**src/rtl/clk_ratio_meter.sv**
```systemverilog
// ---------------------------------------------------------------------------
// clk_ratio_meter
//
// Measures the division ratio of a divided clock against the reference clock
// that produced it. The divided clock is treated as asynchronous data: it is
// synchronized into the i_ref_clk domain, rising edges are detected, and the
// number of reference cycles between consecutive rising edges is reported.
// Lock is declared once LOCK_COUNT consecutive measurements agree.
//
// Optional feature macro: CLK_RATIO_DUTY_CHECK_EN
//   Defined     : the high time of every measured period is counted and
//                 o_duty_err pulses alongside o_ratio_valid when the high
//                 time is neither floor(N/2) nor ceil(N/2).
//   Not defined : no high-time counter is built and o_duty_err is tied low.
//
// Parameters
//   RATIO_WIDTH  width of the measured ratio (max measurable 2^W-2)
//   LOCK_COUNT   consecutive identical measurements needed for lock (>=2)
//   SYNC_STAGES  synchronizer depth on i_div_clk (>=2)
//
// Ports
//   i_ref_clk      reference clock, all logic on its rising edge
//   i_rst          asynchronous reset, active low
//   i_meas_en      measurement enable, low forces IDLE
//   i_div_clk      divided clock under test (asynchronous)
//   o_ratio        last measured period in reference cycles
//   o_ratio_valid  one-cycle pulse when o_ratio updates
//   o_locked       ratio stable for LOCK_COUNT consecutive measurements
//   o_timeout      sticky, no edge seen within the count range
//   o_duty_err     one-cycle pulse with o_ratio_valid on a bad high time
// ---------------------------------------------------------------------------
module clk_ratio_meter #(
    parameter int RATIO_WIDTH = 8,
    parameter int LOCK_COUNT  = 4,
    parameter int SYNC_STAGES = 2
) (
    input  logic                   i_ref_clk,
    input  logic                   i_rst,
    input  logic                   i_meas_en,
    input  logic                   i_div_clk,
    output logic [RATIO_WIDTH-1:0] o_ratio,
    output logic                   o_ratio_valid,
    output logic                   o_locked,
    output logic                   o_timeout,
    output logic                   o_duty_err
);

    localparam int MATCH_WIDTH = $clog2(LOCK_COUNT + 1);

    // Last value period_cnt may hold before a missing edge counts as a
    // timeout: one more cycle without an edge would take it to 2^W-1.
    localparam logic [RATIO_WIDTH-1:0] TIMEOUT_LAST = {{(RATIO_WIDTH-1){1'b1}}, 1'b0};
    localparam logic [RATIO_WIDTH-1:0] PERIOD_ONE   = {{(RATIO_WIDTH-1){1'b0}}, 1'b1};
    localparam logic [MATCH_WIDTH-1:0] MATCH_ONE    = {{(MATCH_WIDTH-1){1'b0}}, 1'b1};
    localparam logic [MATCH_WIDTH-1:0] LOCK_MATCH   = MATCH_WIDTH'(LOCK_COUNT);

    typedef enum logic [1:0] {
        IDLE,
        ARM,
        MEASURE,
        LOCKED
    } state_t;

    state_t                   state_q;
    state_t                   state_d;

    logic [SYNC_STAGES-1:0]   sync_ff;
    logic                     sync_prev;
    logic                     sync_out;
    logic                     rise;

    logic [RATIO_WIDTH-1:0]   period_q;
    logic [RATIO_WIDTH-1:0]   period_d;
    logic [MATCH_WIDTH-1:0]   match_q;
    logic [MATCH_WIDTH-1:0]   match_d;
    logic [RATIO_WIDTH-1:0]   ratio_d;
    logic                     valid_d;
    logic                     timeout_d;

    // -----------------------------------------------------------------------
    // Synchronizer chain plus one extra flop so a rising edge can be seen
    // as "synchronized high now, was low one cycle ago".
    // -----------------------------------------------------------------------
    always_ff @(posedge i_ref_clk or negedge i_rst) begin
        if (!i_rst) begin
            sync_ff   <= '0;
            sync_prev <= 1'b0;
        end else begin
            sync_ff   <= {sync_ff[SYNC_STAGES-2:0], i_div_clk};
            sync_prev <= sync_ff[SYNC_STAGES-1];
        end
    end

    assign sync_out = sync_ff[SYNC_STAGES-1];
    assign rise     = sync_out & ~sync_prev;

    // -----------------------------------------------------------------------
    // State register
    // -----------------------------------------------------------------------
    always_ff @(posedge i_ref_clk or negedge i_rst) begin
        if (!i_rst) begin
            state_q <= IDLE;
        end else begin
            state_q <= state_d;
        end
    end

    // -----------------------------------------------------------------------
    // Next-state and datapath decisions.
    //
    // ARM also counts cycles while waiting for the first edge, so a divided
    // clock that never toggles (ratio 0/1) still ends in a timeout instead
    // of leaving the block silently armed forever.
    //
    // match_q is zero only between ARM and the first measurement; that is
    // how the first measurement after arming is forced to a count of one
    // regardless of the stale o_ratio value.
    // -----------------------------------------------------------------------
    always_comb begin
        state_d   = state_q;
        period_d  = period_q;
        match_d   = match_q;
        ratio_d   = o_ratio;
        valid_d   = 1'b0;
        timeout_d = o_timeout;

        if (!i_meas_en) begin
            state_d   = IDLE;
            period_d  = '0;
            match_d   = '0;
            timeout_d = 1'b0;
        end else begin
            case (state_q)
                IDLE: begin
                    period_d = '0;
                    match_d  = '0;
                    state_d  = ARM;
                end

                ARM: begin
                    if (rise) begin
                        period_d = PERIOD_ONE;
                        match_d  = '0;
                        state_d  = MEASURE;
                    end else if (period_q == TIMEOUT_LAST) begin
                        timeout_d = 1'b1;
                        period_d  = '0;
                    end else begin
                        period_d = period_q + 1'b1;
                    end
                end

                MEASURE, LOCKED: begin
                    // An edge on the threshold cycle is still a valid
                    // measurement, so rise is tested before the timeout.
                    if (rise) begin
                        ratio_d  = period_q;
                        valid_d  = 1'b1;
                        period_d = PERIOD_ONE;
                        if ((match_q != '0) && (period_q == o_ratio)) begin
                            if (match_q != LOCK_MATCH) begin
                                match_d = match_q + 1'b1;
                            end
                        end else begin
                            match_d = MATCH_ONE;
                        end
                        state_d = (match_d == LOCK_MATCH) ? LOCKED : MEASURE;
                    end else if (period_q == TIMEOUT_LAST) begin
                        timeout_d = 1'b1;
                        period_d  = '0;
                        match_d   = '0;
                        state_d   = ARM;
                    end else begin
                        period_d = period_q + 1'b1;
                    end
                end

                default: begin
                    state_d  = IDLE;
                    period_d = '0;
                    match_d  = '0;
                end
            endcase
        end
    end

    // -----------------------------------------------------------------------
    // Datapath registers. o_ratio deliberately holds across enable drops
    // and timeouts so the last good measurement stays visible.
    // -----------------------------------------------------------------------
    always_ff @(posedge i_ref_clk or negedge i_rst) begin
        if (!i_rst) begin
            period_q      <= '0;
            match_q       <= '0;
            o_ratio       <= '0;
            o_ratio_valid <= 1'b0;
            o_timeout     <= 1'b0;
        end else begin
            period_q      <= period_d;
            match_q       <= match_d;
            o_ratio       <= ratio_d;
            o_ratio_valid <= valid_d;
            o_timeout     <= timeout_d;
        end
    end

    // Lock follows the state, so it drops on the same edge that publishes a
    // mismatching ratio, on a timeout, and one cycle after enable falls.
    assign o_locked = (state_q == LOCKED);

`ifdef CLK_RATIO_DUTY_CHECK_EN
    logic [RATIO_WIDTH-1:0] high_q;
    logic [RATIO_WIDTH-1:0] high_d;
    logic [RATIO_WIDTH:0]   high_time;
    logic [RATIO_WIDTH:0]   half_lo;
    logic [RATIO_WIDTH:0]   half_hi;
    logic                   duty_bad;

    // -----------------------------------------------------------------------
    // High-time counter. It restarts at zero on every edge and only counts
    // the non-edge cycles of a period while the synchronized clock is high.
    // -----------------------------------------------------------------------
    always_comb begin
        high_d = '0;
        if (i_meas_en && ((state_q == MEASURE) || (state_q == LOCKED)) &&
            !rise && (period_q != TIMEOUT_LAST)) begin
            high_d = sync_out ? (high_q + 1'b1) : high_q;
        end
    end

    // -----------------------------------------------------------------------
    // The edge cycle itself is high but was not counted, hence the +1 when
    // forming the true high time. Odd periods accept either neighbour of
    // N/2, so a divider alternating its high time never flags an error.
    // -----------------------------------------------------------------------
    always_comb begin
        high_time = {1'b0, high_q} + 1'b1;
        half_lo   = {1'b0, period_q} >> 1;
        half_hi   = ({1'b0, period_q} + 1'b1) >> 1;
        duty_bad  = (high_time != half_lo) && (high_time != half_hi);
    end

    // -----------------------------------------------------------------------
    // Duty error is published on the same edge as the ratio it belongs to.
    // -----------------------------------------------------------------------
    always_ff @(posedge i_ref_clk or negedge i_rst) begin
        if (!i_rst) begin
            high_q     <= '0;
            o_duty_err <= 1'b0;
        end else begin
            high_q     <= high_d;
            o_duty_err <= valid_d & duty_bad;
        end
    end
`else
    assign o_duty_err = 1'b0;
`endif

endmodule

```
**config.mk**
```make
export PLATFORM = sky130hd
export DESIGN_NAME = clk_ratio_meter
export DESIGN_NICKNAME = d
export VERILOG_FILES = /design/src/rtl/clk_ratio_meter.sv
export SDC_FILE = /design/constraint.sdc
export NUM_CORES = 1
export LEC_CHECK = 0
export ABC_AREA = 1
export BUFFER_PORTS_ARGS = -buffer_cell sky130_fd_sc_hd__buf_2
export CAP_MARGIN = 20
export CELL_PAD_IN_SITES_DETAIL_PLACEMENT = 0
export CELL_PAD_IN_SITES_GLOBAL_PLACEMENT = 1
export CORE_MARGIN = 2
export CORE_UTILIZATION = 46
export DETAILED_ROUTE_END_ITERATION = 8
export PLACE_DENSITY_LB_ADDON = 0.2
export SYNTH_ARGS = -nofsm -noshare
export SYNTH_HDL_FRONTEND = slang
export SYNTH_SLANG_ARGS = --single-unit
```
**constraint.sdc**
```tcl
create_clock -name i_ref_clk -period 2.8 [get_ports i_ref_clk]
set_clock_uncertainty 0.2 [all_clocks]
set_input_delay 0.42 -clock i_ref_clk [delete_from_list [all_inputs] [get_ports i_ref_clk]]
set_output_delay 0.42 -clock i_ref_clk [all_outputs]
set_load 0.005 [all_outputs]
```
; Yosys cells after proc, flatten, opt, wreduce, memory -nomap -nowiden
; Index checks and enable logic that the tools add are counted.
[word_totals]
register_bits = 26
input_bits = 4
[classes]
add_sub_neg = 2
n_eq_ne = 12
mux = 27
bitwise_logic = 2
n_reduce_logical = 8
[ops]
columns = cell, n
row1 = 3-bit two-way mux, 9
row2 = 8-bit two-way mux, 3
row3 = 8-bit case mux with 2 select lines, 1
row4 = 3-bit case mux with 3 select lines, 1
row5 = 8-bit by 1-bit adder with 8-bit output (second input constant), 1
row6 = 8-bit == test, 1
row7 = 8-bit == test (second input constant), 1
row8 = 1-bit two-way mux, 8
row9 = 2-bit two-way mux, 4
row10 = 3-bit != test (second input constant), 2
row11 = 2-bit case mux with 3 select lines, 1
row12 = 3-bit AND reduction, 2
row13 = 2-bit == test (second input constant), 2
row14 = 2-bit != test (second input constant), 2
row15 = 4-bit != test (second input constant), 1
row16 = 3-bit by 1-bit adder with 3-bit output (second input constant), 1
row17 = 3-bit == test (second input constant), 1
row18 = 3-bit nonzero test, 1
row19 = 3-bit OR reduction, 1
row20 = 2-bit by 1-bit == test with 1-bit output (second input constant), 1
row21 = 2-bit logical NOT, 1
row22 = 2-bit by 1-bit != test with 1-bit output (second input constant), 1
row23 = 2-bit AND reduction, 1
row24 = 2-bit OR reduction, 1
row25 = 3 further kinds, 3

; Longest topological paths before layout
[depth]
word_depth = 11
mapped_depth = 10
ltp_nobuf = 10

; Least setup slack after synthesis
; Ideal clock, no wire load.
[synth_timing]
path_type = register to register
startpoint = register period_q[0]
endpoint = register match_q[2]
t_arrival_ps = 1273
required_time_ps = 2473
path_slack_ps = 1200
path_stages_with_launch = 8
path_buffers = 0
synth_period_minus_slack_ps = 1600
path_cell_list = dfrtp_1 > inv_1 > ha_1 > nand3_1 > nor4_4 > a21oi_2 > nand2_1 > o21ai_2
[synth_between]
elab_chain_cells = 9
elab_cells_between_ends = 12
cone_classes = 3 x eq/ne / 7 x mux / 2 x reduce/logical
[synth_rtl]
columns = element, line
row1 = "start, declared", 72  ; logic [RATIO_WIDTH-1:0] period_q;
row2 = "start signal, assigned", 199  ; period_q <= period_d;
row3 = 8-bit == test, 160  ; if ((match_q != '0) && (period_q == o_ratio)) begin
row4 = 1-bit logical AND, 160
row5 = 3-bit two-way mux, 160
row6 = 3-bit two-way mux, 156  ; if (rise) begin
row7 = 3-bit two-way mux, 133  ; case (state_q)
row8 = 3-bit two-way mux, 127  ; if (!i_meas_en) begin
row9 = 3-bit two-way mux, 156
row10 = 3-bit case mux with 3 select lines, 133
row11 = 3-bit two-way mux, 127
row12 = "end signal, assigned", 200  ; match_q <= match_d;
row13 = "end, declared", 74  ; logic [MATCH_WIDTH-1:0] match_q;
; Parallel ways exist; a longest one is shown, timed or not. The select of a mux whose other input is x is not followed.
; A chain may end at the register's enable or synchronous reset.

; Worst setup path after layout
[layout_timing]
startpoint = register sync_prev
endpoint = register o_ratio[4]
[layout_between]
elab_chain_cells = 3
[layout_rtl]
columns = element, line
row1 = "start, declared", 68  ; logic sync_prev;
row2 = "start signal, assigned", 90  ; sync_prev <= sync_ff[SYNC_STAGES-1];
row3 = 1-bit NOT, 95  ; assign rise = sync_out & ~sync_prev;
row4 = 1-bit bitwise AND, 95
row5 = 3-bit AND reduction (no source line), n/a
row6 = "end signal, assigned", 201  ; o_ratio <= ratio_d;
row7 = "end, declared", 41  ; output logic [RATIO_WIDTH-1:0] o_ratio,
; No other way between the ends.

==> results.toml <==
[sta]
setup_viol = 0
min_period_ps = 1800
hold_violations = 0
max_freq_ghz = 0.555
final.setup.tns_ps = 0
timing_worst_slew_pin_value_ps = 675
report.final.slew_viol_count = 0
max_slew_margin = 0.550
grt_setup_unrepaired = "no"
min_period_over_period = 0.644

[grt]
largest_net_degree_at_the_start_of_global_routing = 27
grt_pass1_vias = 1019
globalRouteOverflowTotal = 0
antenna_found_initial = 0
global_route_wire_length_before_repair_um = 4360
globalRouteTotalUtil = 0.169

[synth]
number_of_enable_type_register_cells_in_the_synthesized_netlist = 0
synth_xor_xnor_area_share = 0.0317
synth_simple_gate_area_frac = 0.287
synth_seq_cells = 26
post_synthesis_async_set_or_reset_flop_share = 1.00
ys_warn_count = 0
synth.lib_cells_used.distinct = 31
syn_inst = 165
synth_top_family_by_area = "simple AND/OR/NAND/NOR gates"
synth-compound-area-share = 0.0780
yosys-mux-area-fraction = 0
syn_nets = 173
synth_top_flop_cell = "sky130_fd_sc_hd__dfrtp_1"
cell_area_after_synthesis_um2 = 1380
synth_seq_area_share = 0.471
avgSynthCellArea_um2 = 8.36
synth_fa_ha_area_frac = 0.0363

[floorplan]
rows = 19
die_area_um2 = 3450
die_w_um = 58.8
die_height_um = 58.8
floorplan.initialDensity = 0.492
design.core.area_um2 = 2810
count_of_boundary_i_o_pins = 16

[clock_network]
cts_setup_buffers = 0
cts_num_sinks = 26
clockBufferDepth = 2
clock_tree.root_cell = "sky130_fd_sc_hd__clkbuf_4"
cts_tree = "done"
worst_skew_late_latency_ps = 330
cts-buffers-inserted = 3
htree_levels = 1
cts.clk_slew.worst_paths_ps = 140

[drt]
antenna_left = 0
maxUsedRoutingLayer = "met4"
dr_wl_met2_um = 1240
detail_route.vias_per_cell = 4.97
firstDrtPassIters = 6
detail_route.drc_violations = 2
wl_per_cell_um = 12.1
met1_length_um = 1200
total_met3_wirelength_after_detailed_routing_um = 86
totalWireLength_um = 2570
detailroute.via_count = 1053
drt_first_iter_violations = 36

[layout]
finalNetCount = 190
fillCellCount = 273
design_area_um2 = 1530
most_common_cell_after_layout_fill_and_taps_aside = "sky130_fd_sc_hd__nand2_1"
flow.area_growth_from_synthesis_pct = 10.7
finalCoreUtilization = 0.545
antenna-diode-count = 0
drive_gt1_frac = 0.199
instances_no_fill = 212
final_cell_mix = "sky130_fd_sc_hd__nand2_1 (48), sky130_fd_sc_hd__dfrtp_1 (26), sky130_fd_sc_hd__inv_1 (22)"

[pwr]
static-leakage-power_uw = 0.000771
ir_worst_vdd_v = 0.000317
power.density_cell_area_nw_per_um2 = 689
p_total_uw = 1050

[worst_setup_path]
worstSetupStartpointType = "flip-flop"
max_stage_delay_ps = 530
critPathCaptureType = "flip-flop"
path_max_fanout = 19
path_cells = "nor2_2, nand2_1, nor2_2, inv_1, nand2_1, o21ai_0"
crit_path_top_delay_cell = "sky130_fd_sc_hd__nor2_2"
worstReg2RegStart = "sync_prev"
crit_type = "reg2reg"
worst-endpoint-arrival_ps = 1830
cp.required_ps = 2830
critPathLaunch = "sync_prev"

[place]
finalWeightedCongestion = 0.750
dpl_hpwl_um = 1910
number_of_i_o_port_buffers = 14
detailed_place.area_um2 = 1460
place.detailed.instances = 206

[outcome]
outcome = "complete, but fails checks"
failed_checks = "DRC"

[job]
cap_violations = 0

[worst_hold_path]
hold_start = "i_meas_en"
hold_path_class = "in2reg"
[state kept, by name, summed over array words and instances, names as in the netlist]
name and count:
o_ratio 8, period_q 8, match_q 3, state_q 2, sync_ff 2, o_ratio_valid 1, o_timeout 1, sync_prev 1
[stage by stage]
stage                     hold WS, ps  setup WS [ps]
after floorplan                 -75.6           1200
after global placement            137           1070
after detailed placement          143           1000
after CTS                         126            988
after global routing              140            801
final                             129            998
[path summary, 6_finish.rpt]
path                                to  slack [ps]  cells after the start
min in group asynchronous   o_ratio[6]         400                      2
max in group asynchronous  period_q[4]        1620                      2
hold / removal               o_timeout         130                      3
setup / recovery            o_ratio[4]        1000                      6
hold reg to reg             sync_ff[1]         170                      0
setup reg to reg            o_ratio[4]        1000                      6
[final cells by class]
cell class,instances,area (um2),share of cell area
multi-input cells,110,602,0.394
clock buffers,3,22.5,0.0147
repair buffers,16,90.1,0.0590
inverters,25,93.8,0.0614
clock inverters,1,30.0,0.0197
well taps,31,38.8,0.0254
flip-flops and latches,26,651,0.426
[power by group]
group | switching [uW] | leakage, uW | internal (uW)
sequential | 59.3 | 0.000346 | 441
clock | 117 | 0.0000279 | 145
combinational | 171 | 0.000397 | 118
total | 348 | 0.000771 | 704
[per-layer routing]
metal  vias up  track usage
met5         -            0
met4         0       0.0779
met3         5       0.0198
met2        18        0.289
met1       484        0.212
li1        546            -
[logic make-up after synthesis]
family                     after synthesis
DFF                                     26
adders and majority gates                4
and+or+nand+nor                         82
AOI/OAI and AO/OA                       18
other                                    1
buffers and inverters                   29
xor gates and xnor gates                 5
[worst max-delay path: cells and delay by family (launching register included)]
kind | cells | cell delay [ps]
buf+inv | 1 | 150
simple gates | 4 | 860
flops | 1 | 400
compound gates | 1 | 80
[repair_timing]
| action | in CTS | in global routing |
|---|---|---|
| endpoints found under the setup margin | 0 | 0 |
| gates resized for setup | 0 | 0 |
| hold buffers | 2 | 0 |
| hold endpoints to repair | 27 | 0 |
[synth_stat cells (2+ instances only)]
| cell type | number | share of area |
|---|---|---|
| sky130_fd_sc_hd__nor3_1 | 3 | 0.011 |
| sky130_fd_sc_hd__o21ai_0 | 9 | 0.033 |
| sky130_fd_sc_hd__dfrtp_1 | 26 | 0.47 |
| sky130_fd_sc_hd__inv_1 | 22 | 0.060 |
| sky130_fd_sc_hd__nand3_1 | 5 | 0.018 |
| sky130_fd_sc_hd__nor3_2 | 2 | 0.015 |
| sky130_fd_sc_hd__a21oi_1 | 3 | 0.011 |
| sky130_fd_sc_hd__buf_4 | 2 | 0.011 |
| sky130_fd_sc_hd__nand2_2 | 2 | 0.0091 |
| sky130_fd_sc_hd__xor2_1 | 4 | 0.025 |
| sky130_fd_sc_hd__nor2_2 | 3 | 0.014 |
| sky130_fd_sc_hd__a31oi_1 | 2 | 0.0091 |
| sky130_fd_sc_hd__nand2_1 | 48 | 0.13 |
| sky130_fd_sc_hd__nor2_1 | 11 | 0.030 |
| sky130_fd_sc_hd__nand4_1 | 2 | 0.0091 |
| sky130_fd_sc_hd__ha_1 | 4 | 0.036 |
| sky130_fd_sc_hd__inv_2 | 3 | 0.0082 |
No activity file was read; power rests on OpenSTA's default activity.
